## src/rtl/ppm_pkg.sv

```systemverilog
// Shared PPM definitions: FSM state encoding and default framing constants
// used by both the encoder and the decoder path.
package ppm_pkg;

  typedef enum logic [1:0] {
    IDLE  = 2'd0,
    SEND  = 2'd1,
    GUARD = 2'd2
  } ppm_state_t;

  localparam int unsigned PPM_BITS         = 2;
  localparam int unsigned PPM_SLOT_CYCLES  = 128;
  localparam int unsigned PPM_PULSE_CYCLES = 64;
  localparam int unsigned PPM_GUARD_SLOTS  = 1;

endpackage

```

## src/rtl/ppm_slot_timer.sv

```systemverilog
// Cycle-in-slot and slot-in-frame counter pair. Clear has priority over
// enable; both counters wrap to zero together at the end of the frame.
module ppm_slot_timer
  import ppm_pkg::*;
#(
  parameter int unsigned SLOT_CYCLES = PPM_SLOT_CYCLES,
  parameter int unsigned TOTAL_SLOTS = (2 ** PPM_BITS) + PPM_GUARD_SLOTS
) (
  input  logic                           clk,
  input  logic                           rst_n,
  input  logic                           clr,
  input  logic                           en,
  output logic [$clog2(SLOT_CYCLES)-1:0] cyc_cnt,
  output logic [$clog2(TOTAL_SLOTS)-1:0] slot_cnt,
  output logic                           slot_end,
  output logic                           frame_end
);

  localparam int unsigned CW = $clog2(SLOT_CYCLES);
  localparam int unsigned SW = $clog2(TOTAL_SLOTS);
  localparam logic [CW-1:0] CYC_LAST  = CW'(SLOT_CYCLES - 1);
  localparam logic [SW-1:0] SLOT_LAST = SW'(TOTAL_SLOTS - 1);

  logic [CW-1:0] cyc_cnt_q, cyc_cnt_d;
  logic [SW-1:0] slot_cnt_q, slot_cnt_d;

  assign slot_end  = en && (cyc_cnt_q == CYC_LAST);
  assign frame_end = slot_end && (slot_cnt_q == SLOT_LAST);
  assign cyc_cnt   = cyc_cnt_q;
  assign slot_cnt  = slot_cnt_q;

  // Next-count logic: clear, otherwise advance and wrap at terminal values.
  always_comb begin
    cyc_cnt_d  = cyc_cnt_q;
    slot_cnt_d = slot_cnt_q;
    if (clr) begin
      cyc_cnt_d  = '0;
      slot_cnt_d = '0;
    end else if (en) begin
      if (slot_end) begin
        cyc_cnt_d  = '0;
        slot_cnt_d = frame_end ? '0 : slot_cnt_q + 1'b1;
      end else begin
        cyc_cnt_d = cyc_cnt_q + 1'b1;
      end
    end
  end

  // Counter registers.
  always_ff @(posedge clk or negedge rst_n) begin
    if (!rst_n) begin
      cyc_cnt_q  <= '0;
      slot_cnt_q <= '0;
    end else begin
      cyc_cnt_q  <= cyc_cnt_d;
      slot_cnt_q <= slot_cnt_d;
    end
  end

endmodule

```

## src/rtl/ppm_encoder.sv

```systemverilog
// PPM transmitter: one symbol per handshake, one pulse per frame placed in
// the data slot selected by the symbol, followed by optional guard slots.
//
//   state | meaning
//   IDLE  | no frame in progress, ready for a symbol
//   SEND  | counting data slots 0..2**BITS-1, pulse in slot sym_q
//   GUARD | counting empty guard slots (never entered when GUARD_SLOTS=0)
module ppm_encoder
  import ppm_pkg::*;
#(
  parameter int unsigned BITS         = PPM_BITS,
  parameter int unsigned SLOT_CYCLES  = PPM_SLOT_CYCLES,
  parameter int unsigned PULSE_CYCLES = PPM_PULSE_CYCLES,
  parameter int unsigned GUARD_SLOTS  = PPM_GUARD_SLOTS
) (
  input  logic            clk,
  input  logic            rst_n,
  input  logic [BITS-1:0] data_in,
  input  logic            data_valid,
  output logic            data_ready,
  output logic            ppm_out,
  output logic            busy,
  output logic            sym_done
);

  localparam int unsigned DATA_SLOTS  = 2 ** BITS;
  localparam int unsigned TOTAL_SLOTS = DATA_SLOTS + GUARD_SLOTS;
  localparam int unsigned CW          = $clog2(SLOT_CYCLES);
  localparam int unsigned SW          = $clog2(TOTAL_SLOTS);
  localparam logic [SW-1:0] DATA_LAST = SW'(DATA_SLOTS - 1);
  localparam bit HAS_GUARD            = (GUARD_SLOTS > 0);

  ppm_state_t    state_q, state_d;
  logic [BITS-1:0] sym_q, sym_d;

  logic [CW-1:0] cyc_cnt;
  logic [SW-1:0] slot_cnt;
  logic          slot_end;
  logic          frame_end;
  logic          accept;
  logic          running;

  assign running    = (state_q != IDLE);
  assign data_ready = (state_q == IDLE) || frame_end;
  assign accept     = data_valid && data_ready;
  assign busy       = running;
  assign sym_done   = frame_end;

  // Pulse is decoded from registered state only, so reset kills it at once.
  assign ppm_out = (state_q == SEND) && (slot_cnt == SW'(sym_q)) &&
                   (32'(cyc_cnt) < PULSE_CYCLES);

  ppm_slot_timer #(
    .SLOT_CYCLES (SLOT_CYCLES),
    .TOTAL_SLOTS (TOTAL_SLOTS)
  ) u_timer (
    .clk       (clk),
    .rst_n     (rst_n),
    .clr       (accept),
    .en        (running),
    .cyc_cnt   (cyc_cnt),
    .slot_cnt  (slot_cnt),
    .slot_end  (slot_end),
    .frame_end (frame_end)
  );

  // Next-state and symbol capture; acceptance on the last cycle chains frames.
  always_comb begin
    state_d = state_q;
    sym_d   = sym_q;
    if (accept) begin
      state_d = SEND;
      sym_d   = data_in;
    end else if (frame_end) begin
      state_d = IDLE;
    end else if ((state_q == SEND) && slot_end && (slot_cnt == DATA_LAST)) begin
      state_d = HAS_GUARD ? GUARD : IDLE;
    end
  end

  // FSM and symbol registers.
  always_ff @(posedge clk or negedge rst_n) begin
    if (!rst_n) begin
      state_q <= IDLE;
      sym_q   <= '0;
    end else begin
      state_q <= state_d;
      sym_q   <= sym_d;
    end
  end

endmodule

```

## config.mk

```make
export PLATFORM = sky130hd
export DESIGN_NAME = ppm_encoder
export DESIGN_NICKNAME = d
export VERILOG_FILES = /design/src/rtl/ppm_pkg.sv /design/src/rtl/ppm_slot_timer.sv /design/src/rtl/ppm_encoder.sv
export SDC_FILE = /design/constraint.sdc
export NUM_CORES = 1
export LEC_CHECK = 0
export CAP_MARGIN = 25
export CELL_PAD_IN_SITES_DETAIL_PLACEMENT = 0
export CELL_PAD_IN_SITES_GLOBAL_PLACEMENT = 1
export CORE_UTILIZATION = 37
export DETAILED_ROUTE_END_ITERATION = 10
export HOLD_SLACK_MARGIN = 0.05
export PLACE_DENSITY_LB_ADDON = 0.1
export SLEW_MARGIN = 0
export SYNTH_ARGS = -nofsm -noshare
export SYNTH_HDL_FRONTEND = slang
export SYNTH_SLANG_ARGS = --single-unit
```

## constraint.sdc

```tcl
create_clock -name clk -period 1.5 [get_ports clk]
set_input_delay 0.3 -clock clk [delete_from_list [all_inputs] [get_ports clk]]
set_output_delay 0.3 -clock clk [all_outputs]
set_load 0.03 [all_outputs]
```

### Word level (Yosys, flattened, before mapping)

Cells that the tools add are included.

* register bits after elaboration: 14
* output and inout port bits: 4
* word-level logic and storage cells: 36
* bits of input ports: 5

* add/subtract/negate cells: 2
* multiplexer cells: 10
* reduce and logical (&&, ||, !) cells: 14
* $lt $le $gt $ge: 1
* equal/unequal tests: 5

Operators by type and width (number)
* $mux 7: 3
* $mux 3: 4
* $add 7x1->7 const B: 1
* $eq 7x7->1 const B: 1
* $logic_and 1x1->1: 7
* $lt 7x7->1 const B: 1
* $mux 2: 3
* $reduce_bool 2->1: 3
* $add 3x1->3 const B: 1
* $eq 3x2->1: 1
* $eq 3x2->1 const B: 1
* $eq 3x3->1 const B: 1
* $reduce_bool 3->1: 1
* $eq 2x1->1 const B: 1
* $logic_not 2->1: 1
* $reduce_and 2->1: 1
* $logic_or 1x1->1: 1

### Longest topological paths before layout

Gate-level depths: netlist (run 1).

* depth in word-level cells: 7
* mapped depth: 5

### By module

From an unflattened synthesis (run 1), not the netlist that was laid out.

* cells, all modules: 80
* area total of the unflattened synthesis: 783.3 um^2

By module, submodules not included
* ppm_slot_timer: seq. area each 250.2 um^2, area each 559.3 um^2, times used 1, cells each 58
* ppm_encoder: seq. area each 100.1 um^2, area each 224.0 um^2, times used 1, cells each 22

### Worst setup path after synthesis (run 1)

Ideal clock, no wire load.

* path kind: flip-flop to output port
* start point: register u_timer.cyc_cnt_q[0], in the netlist u_timer.cyc_cnt[0]
* end point: output port sym_done
* data arrival time: 1741 ps
* buffers on the path: 0
* setup slack: -541 ps
* cell stages (with the launch flop): 5
* cell sequence: dfrtp_1 ha_1 nand3_4 or2_2 nor3_1

* cells in the longest elaborated chain, start to end: 3

Ends and longest elaborated chain
* start, declared: RTL line ppm_slot_timer.sv:24 `logic [CW-1:0] cyc_cnt_q, cyc_cnt_d;`
* start signal, assigned: RTL line ppm_slot_timer.sv:55 `cyc_cnt_q <= cyc_cnt_d;`
* $eq 7x7->1: RTL line ppm_slot_timer.sv:27 `assign slot_end = en && (cyc_cnt_q == CYC_LAST);`
* $logic_and 1x1->1: RTL line ppm_slot_timer.sv:27
* $logic_and 1x1->1: RTL line ppm_slot_timer.sv:28 `assign frame_end = slot_end && (slot_cnt_q == SLOT_LAST);`
* end, declared: RTL line ppm_encoder.sv:23 `output logic sym_done`

Every way passes these cells.

### Worst setup path in the final report (run 1)

* start point: register state_q[0]
* end point: output port ppm_out

* cells in the longest elaborated chain, start to end: 3

Ends and longest elaborated chain
* start, declared: RTL line ppm_encoder.sv:33 `ppm_state_t state_q, state_d;`
* start signal, assigned: RTL line ppm_encoder.sv:87 `state_q <= state_d;`
* $eq 2x1->1: RTL line ppm_encoder.sv:50 `assign ppm_out = (state_q == SEND) && (slot_cnt == SW'(sym_q)) &&`
* $logic_and 1x1->1 (2 in series): RTL line ppm_encoder.sv:50
* end, declared: RTL line ppm_encoder.sv:21 `output logic ppm_out,`

Every way passes these cells.

==> results of run 1 <==
worst max path at each step:
stage | cells after the start | to | slack [ns]
detailed placement | 3 | ppm_out | -0.05
floorplan | 4 | sym_done | -0.06
global route | 3 | ppm_out | -0.35
global placement | 3 | ppm_out | -0.04
CTS | 4 | ppm_out | -0.31
finish | 4 | ppm_out | -0.29
worst max-delay path, cell delays in order (launching register included):
cell and delay [ns]:
sky130_fd_sc_hd__dfrtp_1 0.37, sky130_fd_sc_hd__inv_2 0.04, sky130_fd_sc_hd__or4_4 0.54, sky130_fd_sc_hd__nor3_4 0.13
sky130_fd_sc_hd__buf_6 0.15
area by class of cell:
cell class / count / area (sq um)
Clock buffer: 3 / 22.5
Fill cell: 203 / 822
Inverter: 7 / 28.8
Multi-Input combinational cell: 73 / 583
Sequential cell: 14 / 353
Tap cell: 28 / 35.0
Timing Repair Buffer: 47 / 389
cell families after synthesis:
kind of cell | share of synthesized area
simple gates | 0.231
compound gates | 0.244
flops | 0.399
buf+inv | 0.0485
fa+ha+maj | 0.0571
xor+xnor | 0.0200
timing repair:
| item | CTS | global route |
|---|---|---|
| pin swaps | 8 | 5 |
| setup endpoints to repair | 5 | 9 |
| resized for setup | 14 | 8 |
| setup buffers | 6 | 4 |
sequential cells by signal (all words and copies together) (netlist names):
signal	count
state_q	2
sym_q	2
u_timer.cyc_cnt	7
u_timer.slot_cnt	3
metrics by stage:
stage | utilization | std cells | instance area, sq um
floorplan | - | 96 | 936
global placement | 0.556 | 159 | 1240
detailed placement | 0.556 | 159 | 1240
CTS | 0.608 | 168 | 1360
global route | 0.632 | 172 | 1410
finish | 0.632 | 172 | 1410
per-layer routing:
| layer | track usage | part of all wire | wire, um |
|---|---|---|---|
| met1 | 0.294 | 0.49 | 1230 |
| met5 | 0 | 0 | 0 |
| met3 | 0.0515 | 0.033 | 82 |
| met4 | 0.0741 | 0.0087 | 22 |
| met2 | 0.362 | 0.47 | 1180 |
power by group through the flow:
stage,clock network (uW),registers (uW),logic (uW)
global route,238,377,31.8
floorplan,0,385,3.62
global placement,0,385,29.9
CTS,222,377,29.3
finish,212,377,28.3
detailed placement,0,385,29.2
cell usage in the layout (no fill, tap or decap), drive strengths merged, types with 4 or more instances in the layout:
| cell | count |
|---|---|
| dfrtp | 14 |
| a21oi | 4 |
| ha | 4 |
| nand2 | 15 |
| nor3 | 4 |
| inv | 7 |
| o211ai | 5 |
| o311ai | 4 |
| clkdlybuf4s50 | 4 |
| o21ai | 6 |
| buf | 43 |
| nand3 | 4 |
==> results.py, run 1 <==
metrics = {
    "cts": {
        "clock_sinks": 14,
        "clk_path_buf_depth": 2,
        "clock_pin_slew_on_the_worst_setup_and_hold_paths_ns": 0.08,
        "root_buffer": "sky130_fd_sc_hd__clkbuf_4",
        "htreeDepth": 1,
        "cts_made_buffers": 3,
        "clkLatencyLatePin_ns": 0.27,
        "tritoncts": "yes",
        "total_of_hold_buffers_inserted_after_clock_tree_synthesis": 0,
    },
    "die": {
        "boundaryPins": 9,
        "die_w_um": 50.7,
        "row_count": 17,
        "core_area_sq_um": 2230,
        "die_height_um": 50.7,
        "floorplan.initialDensity": 0.393,
        "die-area_sq_um": 2570,
    },
    "worst_setup_path": {
        "timing.critical_path.fanout_max": 2,
        "path_class": "flip-flop to output pin",
        "r2r_end": "u_timer.slot_cnt[2]$_DFFE_PN0P_",
        "setup.worst_path.end_class": "output pin",
        "timing.reg2reg.worst_path_depth": 7,
        "worstSetupStartpointType": "flip-flop",
        "worst_ep_required_time_ns": 1.20,
        "crit-reg2reg-launch": "u_timer.slot_cnt[1]$_DFFE_PN0P_",
        "r2r_slack_ns": -0.16,
        "cp.arrival_ns": 1.49,
        "worstSetupStartpoint": "state_q[0]$_DFFE_PN0P_",
    },
    "detailed_routing": {
        "drtPass1Iterations": 5,
        "routed_wirelength_um": 2520,
        "post_drt_via_cell_ratio": 5.44,
        "detail_route.drc_violations": 0,
        "route.vias.total": 935,
        "ant_nets": 0,
        "wl_per_cell_um": 14.6,
        "drtIter0Drc": 23,
    },
    "pwr": {
        "switching_share": 0.217,
        "net-switching-power_uw": 134,
        "power.density_cell_area_nw_per_um2": 437,
        "comb_power_share": 0.046,
        "ir_drop_uv": 355,
        "total_power_uw": 617,
        "p_int_uw": 484,
        "share_seq_of_total_power": 0.611,
        "clkPwrFrac": 0.343,
        "total_leakage_power_uw": 0.000596,
    },
    "yosys": {
        "synth.cell_area_sq_um": 877,
        "synth.area.top_cells": "sky130_fd_sc_hd__dfrtp_1 40%, sky130_fd_sc_hd__nand2_1 6.4%, sky130_fd_sc_hd__ha_1 5.7%",
        "yosysMostFrequentCell": "sky130_fd_sc_hd__nand2_1",
        "synth-seq-cells": 14,
        "syn_area_per_cell_sq_um": 9.14,
        "synth_enable_flop_cells": 0,
        "ys.warnings.count": 0,
        "ys_dominant_reg_cell": "sky130_fd_sc_hd__dfrtp_1",
        "ys_top_cells_by_count": "15 x sky130_fd_sc_hd__nand2_1, 14 x sky130_fd_sc_hd__dfrtp_1, 7 x sky130_fd_sc_hd__inv_1",
        "yosys.area.top_type_share": 0.399,
        "post_synth_inst_count": 96,
        "yosys.area.top_type": "sky130_fd_sc_hd__dfrtp_1",
        "synth_seq_area_share": 0.399,
        "ys_async_sr_fraction": 1.00,
        "syn-num-nets": 105,
        "post_synth_num_cell_types": 37,
    },
    "run_status": {
        "failed_checks": "setup timing",
        "run_status": "finished, violations left",
    },
    "sta": {
        "worst_slew_margin_rel": 0.778,
        "final_critical_path_setup_slack_ns": -0.292,
        "maximum_clock_frequency_ghz": 0.558,
        "clock_skew_ns": 0.00247,
        "fin_worst_hold_slack_ns": 0.326,
        "setup_violations_final": 5,
        "timing.final.hold_violations": 0,
        "fin_setup_tns_ns": -0.965,
        "final-max-slew-violation-count": 0,
        "tightest_slew_ns": 0.331,
        "finalCriticalPeriod_ns": 1.79,
        "timing.final.crit_share": 1.19,
        "rsz0062_at_grt": "true",
    },
    "grt": {
        "vias_in_the_first_global_route": 906,
        "antenna_violations_before_repair": 0,
        "global_route_overflow": 0,
        "grt_use_total": 0.224,
        "grt_first_pass_wirelength_um": 4160,
        "grt_start_max_net_pins": 15,
    },
    "final_layout": {
        "drive_gt1_frac": 0.479,
        "antenna-diode-count": 0,
        "nets": 155,
        "syn_to_final_growth_pct": 60.9,
    },
    "placement": {
        "preCtsSetupSlack_ns": -0.0471,
        "finalWeightedCongestion": 0.819,
        "hpwlAfterDp_um": 1840,
        "portbufs": 8,
    },
    "min_path": {
        "kind_of_path_behind_the_tightest_hold_check": "primary input to asynchronous set/reset pin",
    },
    "flow_run": {
        "cap_viol_max_count": 0,
    },
}
Power figures use the tool's default switching activity.
==> inputs of run 2 (changes only) <==
--- a/config.mk
+++ b/config.mk
@@ -5,10 +5,11 @@
 export SDC_FILE = /design/constraint.sdc
 export NUM_CORES = 1
 export LEC_CHECK = 0
+export ABC_CLOCK_PERIOD_IN_PS = 1500
 export CAP_MARGIN = 25
-export CELL_PAD_IN_SITES_DETAIL_PLACEMENT = 0
-export CELL_PAD_IN_SITES_GLOBAL_PLACEMENT = 1
-export CORE_UTILIZATION = 37
+export CELL_PAD_IN_SITES_DETAIL_PLACEMENT = 1
+export CELL_PAD_IN_SITES_GLOBAL_PLACEMENT = 2
+export CORE_UTILIZATION = 30
 export DETAILED_ROUTE_END_ITERATION = 10
 export HOLD_SLACK_MARGIN = 0.05
 export PLACE_DENSITY_LB_ADDON = 0.1
==> results.py, run 2 (synthesis results as in run 1) <==
metrics = {
    "detailed_routing": {
        "post_drt_via_cell_ratio": 5.57,
        "route.vias.total": 1024,
        "detail_route.drc_violations": 0,
        "wl_per_cell_um": 18.3,
        "routed_wirelength_um": 3360,
        "ant_nets": 0,
        "drtIter0Drc": 41,
        "drtPass1Iterations": 4,
    },
    "grt": {
        "grt_start_max_net_pins": 15,
        "vias_in_the_first_global_route": 1082,
        "met3_track_demand_over_resource": 0.0512,
        "grtUsageMet1": 0.276,
        "gr-max-usage-layer": "met2",
        "global_route_overflow": 0,
        "met2_usage": 0.386,
        "grt_use_total": 0.220,
        "antenna_violations_before_repair": 0,
        "grt_first_pass_wirelength_um": 5290,
    },
    "die": {
        "die_w_um": 56.1,
        "die-area_sq_um": 3140,
        "boundaryPins": 9,
        "floorplan.initialDensity": 0.318,
        "core_area_sq_um": 2760,
        "row_count": 19,
        "die_height_um": 56.1,
    },
    "cts": {
        "clock_sinks": 14,
        "clkLatencyLatePin_ns": 0.29,
        "htreeDepth": 1,
        "tritoncts": "yes",
        "clock_pin_slew_on_the_worst_setup_and_hold_paths_ns": 0.10,
        "cts_made_buffers": 3,
        "clk_path_buf_depth": 2,
        "root_buffer": "sky130_fd_sc_hd__clkbuf_4",
    },
    "sta": {
        "final-max-slew-violation-count": 0,
        "fin_setup_tns_ns": -1.03,
        "fin_worst_hold_slack_ns": 0.321,
        "setup_violations_final": 5,
        "finalCriticalPeriod_ns": 1.87,
        "timing.final.hold_violations": 0,
        "worst_slew_margin_rel": 0.768,
        "tightest_slew_ns": 0.344,
        "rsz0062_at_grt": "true",
        "clock_skew_ns": 0.00523,
        "timing.final.crit_share": 1.25,
        "maximum_clock_frequency_ghz": 0.535,
        "final_critical_path_setup_slack_ns": -0.370,
    },
    "worst_setup_path": {
        "cp.arrival_ns": 1.57,
        "crit-reg2reg-launch": "u_timer.cyc_cnt[1]$_DFFE_PN0P_",
        "worstSetupStartpointType": "flip-flop",
        "timing.critical_path.fanout_max": 4,
        "worst_path_largest_cell_delay_ns": 0.55,
        "highest_delay_cell_along_the_critical_path": "sky130_fd_sc_hd__or4_4",
        "r2r_end": "u_timer.slot_cnt[2]$_DFFE_PN0P_",
        "critical_path_depth": 3,
        "worstPathBufferInverterCount": 1,
        "setup.worst_path.end_class": "output pin",
        "path_class": "flip-flop to output pin",
        "timing.reg2reg.worst_path_depth": 6,
        "path_delay_family": "simple AND/OR/NAND/NOR gates",
        "worst_ep_required_time_ns": 1.20,
        "r2r_slack_ns": -0.11,
        "crit_chain": "or4_4 -> nor3_4 -> buf_6",
    },
    "placement": {
        "finalWeightedCongestion": 0.779,
        "hpwlAfterDp_um": 2230,
        "portbufs": 8,
    },
    "run_status": {
        "run_status": "finished, violations left",
        "failed_checks": "setup timing",
    },
    "final_layout": {
        "nets": 163,
        "most_common_cell_after_layout_fill_and_taps_aside": "sky130_fd_sc_hd__buf_4",
        "drive_gt1_frac": 0.523,
        "antenna-diode-count": 0,
        "most-common-layout-cells": "43 x sky130_fd_sc_hd__buf_4, 13 x sky130_fd_sc_hd__nand2_1, 11 x sky130_fd_sc_hd__dfrtp_1",
        "largest_register_ff_count": 7,
        "post-route-util": 0.547,
        "syn_to_final_growth_pct": 71.9,
    },
    "pwr": {
        "total_leakage_power_uw": 0.000653,
        "power.density_cell_area_nw_per_um2": 463,
        "ir_drop_uv": 415,
    },
    "min_path": {
        "kind_of_path_behind_the_tightest_hold_check": "primary input to asynchronous set/reset pin",
    },
    "flow_run": {
        "cap_viol_max_count": 0,
    },
}
-- run 2: changes by cell type in the layout (fill, tap and decap cells not counted), sizes merged --
| cell | previous run | this run |
|---|---|---|
| clkbuf | 3 | 4 |
| buf | 43 | 51 |
-- run 2: routing by layer --
metal | wire length [um] | vias to the layer above
met2 | 1760 | 17
met3 | 98 | 2
li1 | - | 481
met4 | 17 | 0
met1 | 1490 | 524
met5 | 0 | -
-- run 2: repair_timing --
item / 4_1_cts / 5_1_grt
hold endpoints to repair: 0 / 0
hold buffers: 0 / 0
pin swaps: 7 / 7
setup endpoints to repair: 5 / 11
resized for setup: 18 / 11
setup buffers: 9 / 9
gates cloned: 0 / 0
-- run 2: per-stage QoR --
step / instance area, sq um / worst slack [ns] / total power (uW) / std cells
finish: 1510 / -0.370 / 698 / 184
CTS: 1410 / -0.387 / 710 / 175
global placement: 1260 / -0.0648 / 415 / 162
detailed placement: 1260 / -0.0650 / 416 / 162
floorplan: 936 / -0.0630 / 388 / 96
global route: 1510 / -0.429 / 734 / 184
-- run 2: worst max path at each step --
stage                                   startpoint       end  slack (ns)
finish              u_timer.cyc_cnt[6]$_DFFE_PN0P_   ppm_out       -0.37
global route        u_timer.cyc_cnt[6]$_DFFE_PN0P_   ppm_out       -0.43
CTS                 u_timer.cyc_cnt[6]$_DFFE_PN0P_   ppm_out       -0.39
detailed placement  u_timer.cyc_cnt[6]$_DFFE_PN0P_   ppm_out       -0.07
global placement    u_timer.cyc_cnt[6]$_DFFE_PN0P_   ppm_out       -0.06
floorplan           u_timer.cyc_cnt[0]$_DFFE_PN0P_  sym_done       -0.06
-- run 2: final cells by class --
class                           count  area, sq um
Multi-Input combinational cell     73          597
Timing Repair Buffer               55          455
Sequential cell                    14          354
Fill cell                         319         1250
Inverter                            7         26.3
Tap cell                           31         38.8
Clock buffer                        4         36.3
-- run 2: power breakdown --
group | switching, uW | total, uW | internal (uW)
Sequential | 0 | 377 | 377
Clock | 142 | 290 | 148
Combinational | 15.4 | 30.7 | 15.3
-- run 2: worst register-to-register path, delay by kind of cell (launching register included) --
kind | cells | cell delay [ns]
buffers and inverters | 2 | 0.25
DFF | 1 | 0.40
and+or+nand+nor | 2 | 0.44
AOI/OAI and AO/OA | 1 | 0.23
adders and majority gates | 1 | 0.20
